--- config.mk ---
export PLATFORM = sky130hd
export DESIGN_NAME = fetch_unit_flat
export DESIGN_NICKNAME = d
export VERILOG_FILES = /design/src/rtl/fetch_unit_if.sv /design/src/rtl/fetch_unit.sv /design/src/flat_wrapper.sv
export SDC_FILE = /design/constraint.sdc
export NUM_CORES = 1
export LEC_CHECK = 0
export CELL_PAD_IN_SITES_DETAIL_PLACEMENT = 2
export CELL_PAD_IN_SITES_GLOBAL_PLACEMENT = 2
export CORE_MARGIN = 2
export CORE_UTILIZATION = 28
export CTS_BUF_LIST = sky130_fd_sc_hd__clkbuf_2 sky130_fd_sc_hd__clkbuf_4 sky130_fd_sc_hd__clkbuf_8
export DETAILED_ROUTE_END_ITERATION = 6
export PLACE_DENSITY = 0.87
export SLEW_MARGIN = 5
export SYNTH_ARGS = -nofsm -noshare
export SYNTH_HDL_FRONTEND = slang
export SYNTH_SLANG_ARGS = --single-unit
--- constraint.sdc ---
create_clock -name Clk -period 2.6 [get_ports Clk]
set_input_delay 0.26 -clock Clk [delete_from_list [all_inputs] [get_ports Clk]]
set_output_delay 0.26 -clock Clk [all_outputs]
set_load 0.01 [all_outputs]
--- src/rtl/fetch_unit_if.sv ---
// Decoder/ALU-to-fetch interface: branch enables, flags, halt request and
// the fetch unit's PC, status and performance-counter outputs.
interface fetch_if #(
  parameter int PC_W  = 10,
  parameter int CNT_W = 16
);
  logic             Start;
  logic             Stall;
  logic             HaltReq;
  logic             BeqEn;
  logic             BtrEn;
  logic             ZeroFlag;
  logic             CondFlag;
  logic [PC_W-1:0]  Target;
  logic [PC_W-1:0]  ProgCtr;
  logic             InstrValid;
  logic             Done;
  logic [CNT_W-1:0] CycleCount;
  logic [CNT_W-1:0] BranchCount;

  modport master (
    output Start, Stall, HaltReq, BeqEn, BtrEn, ZeroFlag, CondFlag, Target,
    input  ProgCtr, InstrValid, Done, CycleCount, BranchCount
  );

  modport slave (
    input  Start, Stall, HaltReq, BeqEn, BtrEn, ZeroFlag, CondFlag, Target,
    output ProgCtr, InstrValid, Done, CycleCount, BranchCount
  );
endinterface

--- src/rtl/fetch_unit.sv ---
// Program counter and fetch sequencer: IDLE/RUN/HALTED control, branch
// resolution from decoder enables and ALU flags, saturating perf counters.
module fetch_unit #(
  parameter int PC_W       = 10,
  parameter int START_ADDR = 0,
  parameter int CNT_W      = 16
) (
  input  logic   Clk,
  input  logic   Reset,
  fetch_if.slave bus
);

  typedef enum logic [1:0] {
    IDLE   = 2'd0,
    RUN    = 2'd1,
    HALTED = 2'd2
  } state_t;

  state_t           state_q, state_d;
  logic [PC_W-1:0]  pc_q, pc_d;
  logic [CNT_W-1:0] cyc_q, cyc_d;
  logic [CNT_W-1:0] br_q, br_d;
  logic             taken;

  function automatic logic [CNT_W-1:0] sat_inc(input logic [CNT_W-1:0] v);
    return (&v) ? v : v + 1'b1;
  endfunction

  assign taken = (bus.BeqEn & bus.ZeroFlag) | (bus.BtrEn & bus.CondFlag);

  always_comb begin
    state_d = state_q;
    pc_d    = pc_q;
    cyc_d   = cyc_q;
    br_d    = br_q;
    unique case (state_q)
      IDLE, HALTED: begin
        if (bus.Start) begin
          state_d = RUN;
          pc_d    = PC_W'(START_ADDR);
          cyc_d   = '0;
          br_d    = '0;
        end
      end
      RUN: begin
        // Stalled cycles still count as RUN time; Start is ignored here.
        cyc_d = sat_inc(cyc_q);
        if (!bus.Stall) begin
          if (bus.HaltReq) begin
            state_d = HALTED;
          end else if (taken) begin
            pc_d = bus.Target;
            br_d = sat_inc(br_q);
          end else begin
            pc_d = pc_q + 1'b1;
          end
        end
      end
      default: state_d = IDLE;
    endcase
  end

  always_ff @(posedge Clk) begin
    if (Reset) begin
      state_q <= IDLE;
      pc_q    <= '0;
      cyc_q   <= '0;
      br_q    <= '0;
    end else begin
      state_q <= state_d;
      pc_q    <= pc_d;
      cyc_q   <= cyc_d;
      br_q    <= br_d;
    end
  end

  assign bus.ProgCtr     = pc_q;
  assign bus.InstrValid  = (state_q == RUN);
  assign bus.Done        = (state_q == HALTED);
  assign bus.CycleCount  = cyc_q;
  assign bus.BranchCount = br_q;

endmodule

--- src/flat_wrapper.sv ---
// flat-port wrapper written by rule: the top's interface ports become plain ports
module fetch_unit_flat 
#(
  parameter int PC_W       = 10,
  parameter int START_ADDR = 0,
  parameter int CNT_W      = 16
)
  (Clk, Reset, bus_Start, bus_Stall, bus_HaltReq, bus_BeqEn, bus_BtrEn, bus_ZeroFlag, bus_CondFlag, bus_Target, bus_ProgCtr, bus_InstrValid, bus_Done, bus_CycleCount, bus_BranchCount);
  fetch_if #(.PC_W(PC_W), .CNT_W(CNT_W)) bus_i ();
  input  logic Clk;
  input  logic Reset;
  input wire logic [$bits(bus_i.Start)-1:0] bus_Start;
  input wire logic [$bits(bus_i.Stall)-1:0] bus_Stall;
  input wire logic [$bits(bus_i.HaltReq)-1:0] bus_HaltReq;
  input wire logic [$bits(bus_i.BeqEn)-1:0] bus_BeqEn;
  input wire logic [$bits(bus_i.BtrEn)-1:0] bus_BtrEn;
  input wire logic [$bits(bus_i.ZeroFlag)-1:0] bus_ZeroFlag;
  input wire logic [$bits(bus_i.CondFlag)-1:0] bus_CondFlag;
  input wire logic [$bits(bus_i.Target)-1:0] bus_Target;
  output wire logic [$bits(bus_i.ProgCtr)-1:0] bus_ProgCtr;
  output wire logic [$bits(bus_i.InstrValid)-1:0] bus_InstrValid;
  output wire logic [$bits(bus_i.Done)-1:0] bus_Done;
  output wire logic [$bits(bus_i.CycleCount)-1:0] bus_CycleCount;
  output wire logic [$bits(bus_i.BranchCount)-1:0] bus_BranchCount;
  assign bus_i.Start = bus_Start;
  assign bus_i.Stall = bus_Stall;
  assign bus_i.HaltReq = bus_HaltReq;
  assign bus_i.BeqEn = bus_BeqEn;
  assign bus_i.BtrEn = bus_BtrEn;
  assign bus_i.ZeroFlag = bus_ZeroFlag;
  assign bus_i.CondFlag = bus_CondFlag;
  assign bus_i.Target = bus_Target;
  assign bus_ProgCtr = bus_i.ProgCtr;
  assign bus_InstrValid = bus_i.InstrValid;
  assign bus_Done = bus_i.Done;
  assign bus_CycleCount = bus_i.CycleCount;
  assign bus_BranchCount = bus_i.BranchCount;
  fetch_unit #(.PC_W(PC_W), .START_ADDR(START_ADDR), .CNT_W(CNT_W)) u_core (.Clk(Clk), .Reset(Reset), .bus(bus_i));
endmodule
* Word-level counts from Yosys, hierarchy flattened
Index checks and enable logic that the tools add are counted.
** Storage, ports and cells
- Flip-flop bits (word level) :: 44
- Bits of input ports :: 19
- Output and inout bits :: 44
- Word-level logic and storage cells :: 45
** Operators by class
- $add $sub $neg :: 3
- Eq/ne operators :: 9
- Muxes and demuxes :: 17
- Bitwise operators :: 3
- Reduce and logical (&&, ||, !) cells :: 9
** Operators with widths (number)
- $mux 16 :: 6
- $pmux 16 s2 :: 2
- $mux 10 :: 4
- $add 16x1->16 const B :: 2
- $reduce_and 16->1 :: 2
- $pmux 10 s2 :: 1
- $ne 2x2->1 const B :: 6
- $add 10x1->10 const B :: 1
- $mux 2 :: 3
- $reduce_and 3->1 :: 2
- $reduce_and 6->1 :: 1
- $pmux 2 s2 :: 1
- $reduce_and 4->1 :: 1
- $and 1x1->1 :: 2
- $eq 2x1->1 const B :: 1
- $eq 2x2->1 const B :: 1
- $logic_not 2->1 :: 1
- $ne 2x1->1 const B :: 1
- $reduce_bool 2->1 :: 1
- $reduce_or 2->1 :: 1
- $or 1x1->1 :: 1

* Logic depth before layout (Yosys ltp)
- Depth after elaboration :: 6
- Mapped depth :: 8
- Gate-level depth less buffers :: 6

* Worst setup path before layout
Ideal clock, no wire load.
- Path kind :: flip-flop to flip-flop
- From :: reg u_core.br_q[0], in the netlist u_core.bus.BranchCount[0]
- To :: reg u_core.br_q[1], in the netlist u_core.bus.BranchCount[1]
- Library setup time :: 0.117 ns
- Arrival time :: 1.942 ns
- Required time :: 2.483 ns
- Setup slack :: 0.540 ns
- Cell stages (with the launch flop) :: 6
- Path buffers :: 0
- Period minus slack after synthesis :: 2.060 ns
- Cells stage by stage :: dfxtp_1 -> ha_1 -> nand3_1 -> nor4_1 -> a211oi_2 -> a32o_1
** Between the ends
- Longest elaborated chain between the ends :: 6
- Elaborated cells between the ends (all ways) :: 9
- Classes of those cells :: add/sub: 1; eq/ne: 1; mux: 5; reduce/logical: 2
** Ends and longest elaborated chain
- start, declared :: line fetch_unit.sv:22 : logic [CNT_W-1:0] br_q, br_d;
- start signal, assigned :: line fetch_unit.sv:73 : br_q <= br_d;
- $add 16x1->16 :: line fetch_unit.sv:26 : return (&v) ? v : v + 1'b1;
- $mux 16 :: line fetch_unit.sv:26
- $mux 16 :: line fetch_unit.sv:51 : end else if (taken) begin
- $mux 16 :: line fetch_unit.sv:49 : if (bus.HaltReq) begin
- $mux 16 :: line fetch_unit.sv:48 : if (!bus.Stall) begin
- $pmux 16 s2 :: line fetch_unit.sv:36 : unique case (state_q)
Several ways; a longest one is shown, not always the timed one. The select of a mux whose other input is x is not followed.
A chain may end at the register's enable or synchronous reset.

* Worst setup path after layout
- From :: reg u_core.br_q[8], in the netlist u_core.bus.BranchCount[8]
- To :: reg u_core.br_q[2], in the netlist u_core.bus.BranchCount[2]
** Between the ends
- Longest elaborated chain between the ends :: 3
** Ends and longest elaborated chain (line)
- $reduce_and 16->1 :: fetch_unit.sv:26
- $ne 2x2->1 (no line)
- $reduce_and 6->1 (no line)
Every way passes these cells.

==> summary.md <==
| Metric | Value |
|---|---|
| H-tree depth | `2` |
| Antenna diodes | `0` |
| Final clock period utilization by the worst path | `0.957` |
| Clk slew on worst S/H paths | `0.09 ns` |
| Total power draw | `1.35 mW` |
| Max Cap Viol | `0` |
| Synth-to-Final Area Change | `36.5%` |
| Top FF cell, synth | `dfxtp_1` |
| Post-synthesis cell type with the largest combined area | `dfxtp_1` |
| RD Place Congestion | `0.826` |
| Top Ports | `63` |
| Type of origin of the critical path | `flip-flop` |
| CP endpoint kind | `flip-flop` |
| Synth warn | `0` |
| Final hold violations | `0` |
| Hold_buf cts | `0` |
| Number of global-route vias before repair | `2,806` |
| Layout Skew | `0.00927 ns` |
| Slowest cell on the critical path | `or4_4` |
| Family with the most delay on the worst path | `simple AND/OR/NAND/NOR gates` |
| Status | `completed` |
| Post-synth EDFFs | `0` |
| Initial antenna violation count | `0` |
| Worst-Margin Slew | `0.635 ns` |
| # setup viols final | `0` |
| CTS tree | `yes` |
| Synth unique cells | `52` |
| Top cells by count, synth | `44 x dfxtp_1, 37 x nor2_1, 33 x nand2_1` |
| Pin count of the biggest net entering global routing | `17` |
| Worst vdd ir | `0.000188 V` |
| Initial Utilization | `0.290` |
| TritonRoute pass-1 iters | `4` |
| Final net count | `385` |
| Root buf cell | `clkbuf_8` |
| Crit path buffers/inverters | `0` |
| Gr ovfl total | `0` |
| Final setup TNS | `0 ns` |
| WL per Instance | `18.7 µm` |
| Setup bufs post-CTS | `0` |
| Critical Path RT | `2.82 ns` |
| Hold crit path type | `flip-flop to flip-flop` |
| DRC violations left | `0` |
| Syn Area/Cell | `8.08 µm²` |
| DIE AREA | `9290 µm²` |
| Overall Global Routing Usage | `0.200` |
| Post-DRT Antenna Nets | `0` |
| Core Box Area | `8260 µm²` |
| Largest cells by area after synthesis | `dfxtp_1 37%, nor2_1 5.8%, nand2_1 5.2%, o211ai_1 3.8%, nand3_1 3.6%` |
| Cell with the most instances after synthesis | `dfxtp_1` |
| Post_cts resized | `0` |
| Initial DRC Count | `46` |
| DP HPWL | `6470 µm` |
| Routed via count | `2,606` |
| Die height | `96.4 µm` |
| Min cycle time layout | `2.49 ns` |
| First-pass GRT wire length | `14,600 µm` |
| FP Rows | `33` |
| CTS Buf Count | `5` |
| CP max FO | `14` |
| Max incr delay on CP | `0.62 ns` |
| Pwr Density | `413 nW/µm²` |
| Top cell type's share of synthesized area | `0.368` |
| CTS max path bufs | `2` |
| Worst slew margin | `0.574` |
| Port Buffers | `62` |
| Peak Freq | `402 MHz` |
| Worst-skew pair later-pin latency | `0.31 ns` |
| Sequential area share after synthesis | `0.368` |
| Post-DR vias/cell | `5.56` |
| Critical Path AT | `2.71 ns` |
| FFs w/ async S/R, synth | `0` |
| Layout cells sized above 1 | `0.0769` |
| RSZ-0062 raised after global routing | `no` |
| Routed WL | `8770 µm` |
| Synth Instances | `296` |
| Clock sinks | `44` |
| Post-synthesis cell area | `2390 µm²` |
| Register bit total from synthesis | `44` |
| P_leak | `1.10 nW` |
| Die Wd | `96.4 µm` |
| Slew Viols, Final | `0` |
| Crit Path Category | `flip-flop to flip-flop` |
| Post-synth net total | `318` |
| CP Cell Sequence | `nand4_1 -> or4_4 -> o311ai_4 -> o21ai_0 -> mux2i_1` |
| Register-to-register path setup slack | `0.11 ns` |
==> path summary, 6_finish.rpt <==
path | start | end | depth (start not counted)
setup / recovery | u_core.bus.BranchCount[8] | u_core.bus.BranchCount[2] | 5
hold reg to reg | u_core.bus.BranchCount[11] | u_core.bus.BranchCount[11] | 1
setup reg to reg | u_core.bus.BranchCount[8] | u_core.bus.BranchCount[2] | 5
hold / removal | u_core.bus.BranchCount[11] | u_core.bus.BranchCount[11] | 1
==> logic make-up (layout without fill, tap and decap cells) <==
logic type | count (synthesis) | count (layout) | synth area share
flops | 44 | 44 | 0.368
mux | 3 | 3 | 0.0126
xor+xnor | 12 | 12 | 0.0440
buf+inv | 19 | 87 | 0.0340
simple gates | 127 | 127 | 0.264
compound gates | 88 | 88 | 0.262
fa+ha+maj | 3 | 3 | 0.0157
==> power breakdown <==
part	switching [mW]	leakage [nW]	total, mW	internal (mW)
Combinational	0.101	0.695	0.174	0.0726
Clock	0.260	0.0479	0.487	0.227
Sequential	0.00733	0.355	0.686	0.679
==> sequential cells by signal, summed over array words and instances (netlist names) <==
name                    flops
u_core.bus.CycleCount      16
u_core.bus.ProgCtr         10
u_core.state_q              2
u_core.bus.BranchCount     16
==> final cells by class <==
class / count / area [µm²]
fill: 932 / 4990
multi-input combinational: 233 / 1430
sequential: 44 / 881
timing repair buffer: 73 / 703
tap: 105 / 131
clock buffer: 7 / 90.1
inverter: 6 / 22.5
clock inverter: 1 / 7.51
==> cell usage in the layout, fill, tap and decap left out, types with 6 or more instances in the layout <==
| cell type | netlist | routed |
|---|---|---|
| a21oi_1 | 13 | 13 |
| xor2_1 | 7 | 7 |
| nor2_1 | 37 | 37 |
| o211ai_1 | 12 | 12 |
| o21ai_0 | 17 | 17 |
| nand2_1 | 33 | 33 |
| nand3_1 | 17 | 17 |
| nand4_1 | 11 | 11 |
| a31oi_1 | 6 | 6 |
| clkdlybuf4s50_1 | 0 | 62 |
| clkbuf_8 | 0 | 6 |
| dfxtp_1 | 44 | 44 |
| buf_4 | 0 | 11 |
| and3_1 | 6 | 6 |
==> routing by layer <==
layer,track usage,vias to the layer above,wire length [µm]
li1,-,1240,-
met1,0.254,1314,3990
met2,0.368,46,4490
met3,0.0272,6,228
met4,0.0282,0,60
met5,0,-,0
==> per-stage QoR <==
stage	util	area (µm²)	instances	hold WS, ns	setup slack, ns
final	0.395	3260	469	0.506	0.111
after CTS	0.395	3260	469	0.508	0.0922
after global routing	0.395	3260	469	0.544	0.0137
after detailed placement	0.383	3170	461	0.485	0.113
after floorplan	-	2390	296	0.430	0.540
after global placement	0.383	3170	461	0.462	0.375
(Power assumes the default switching activity.)
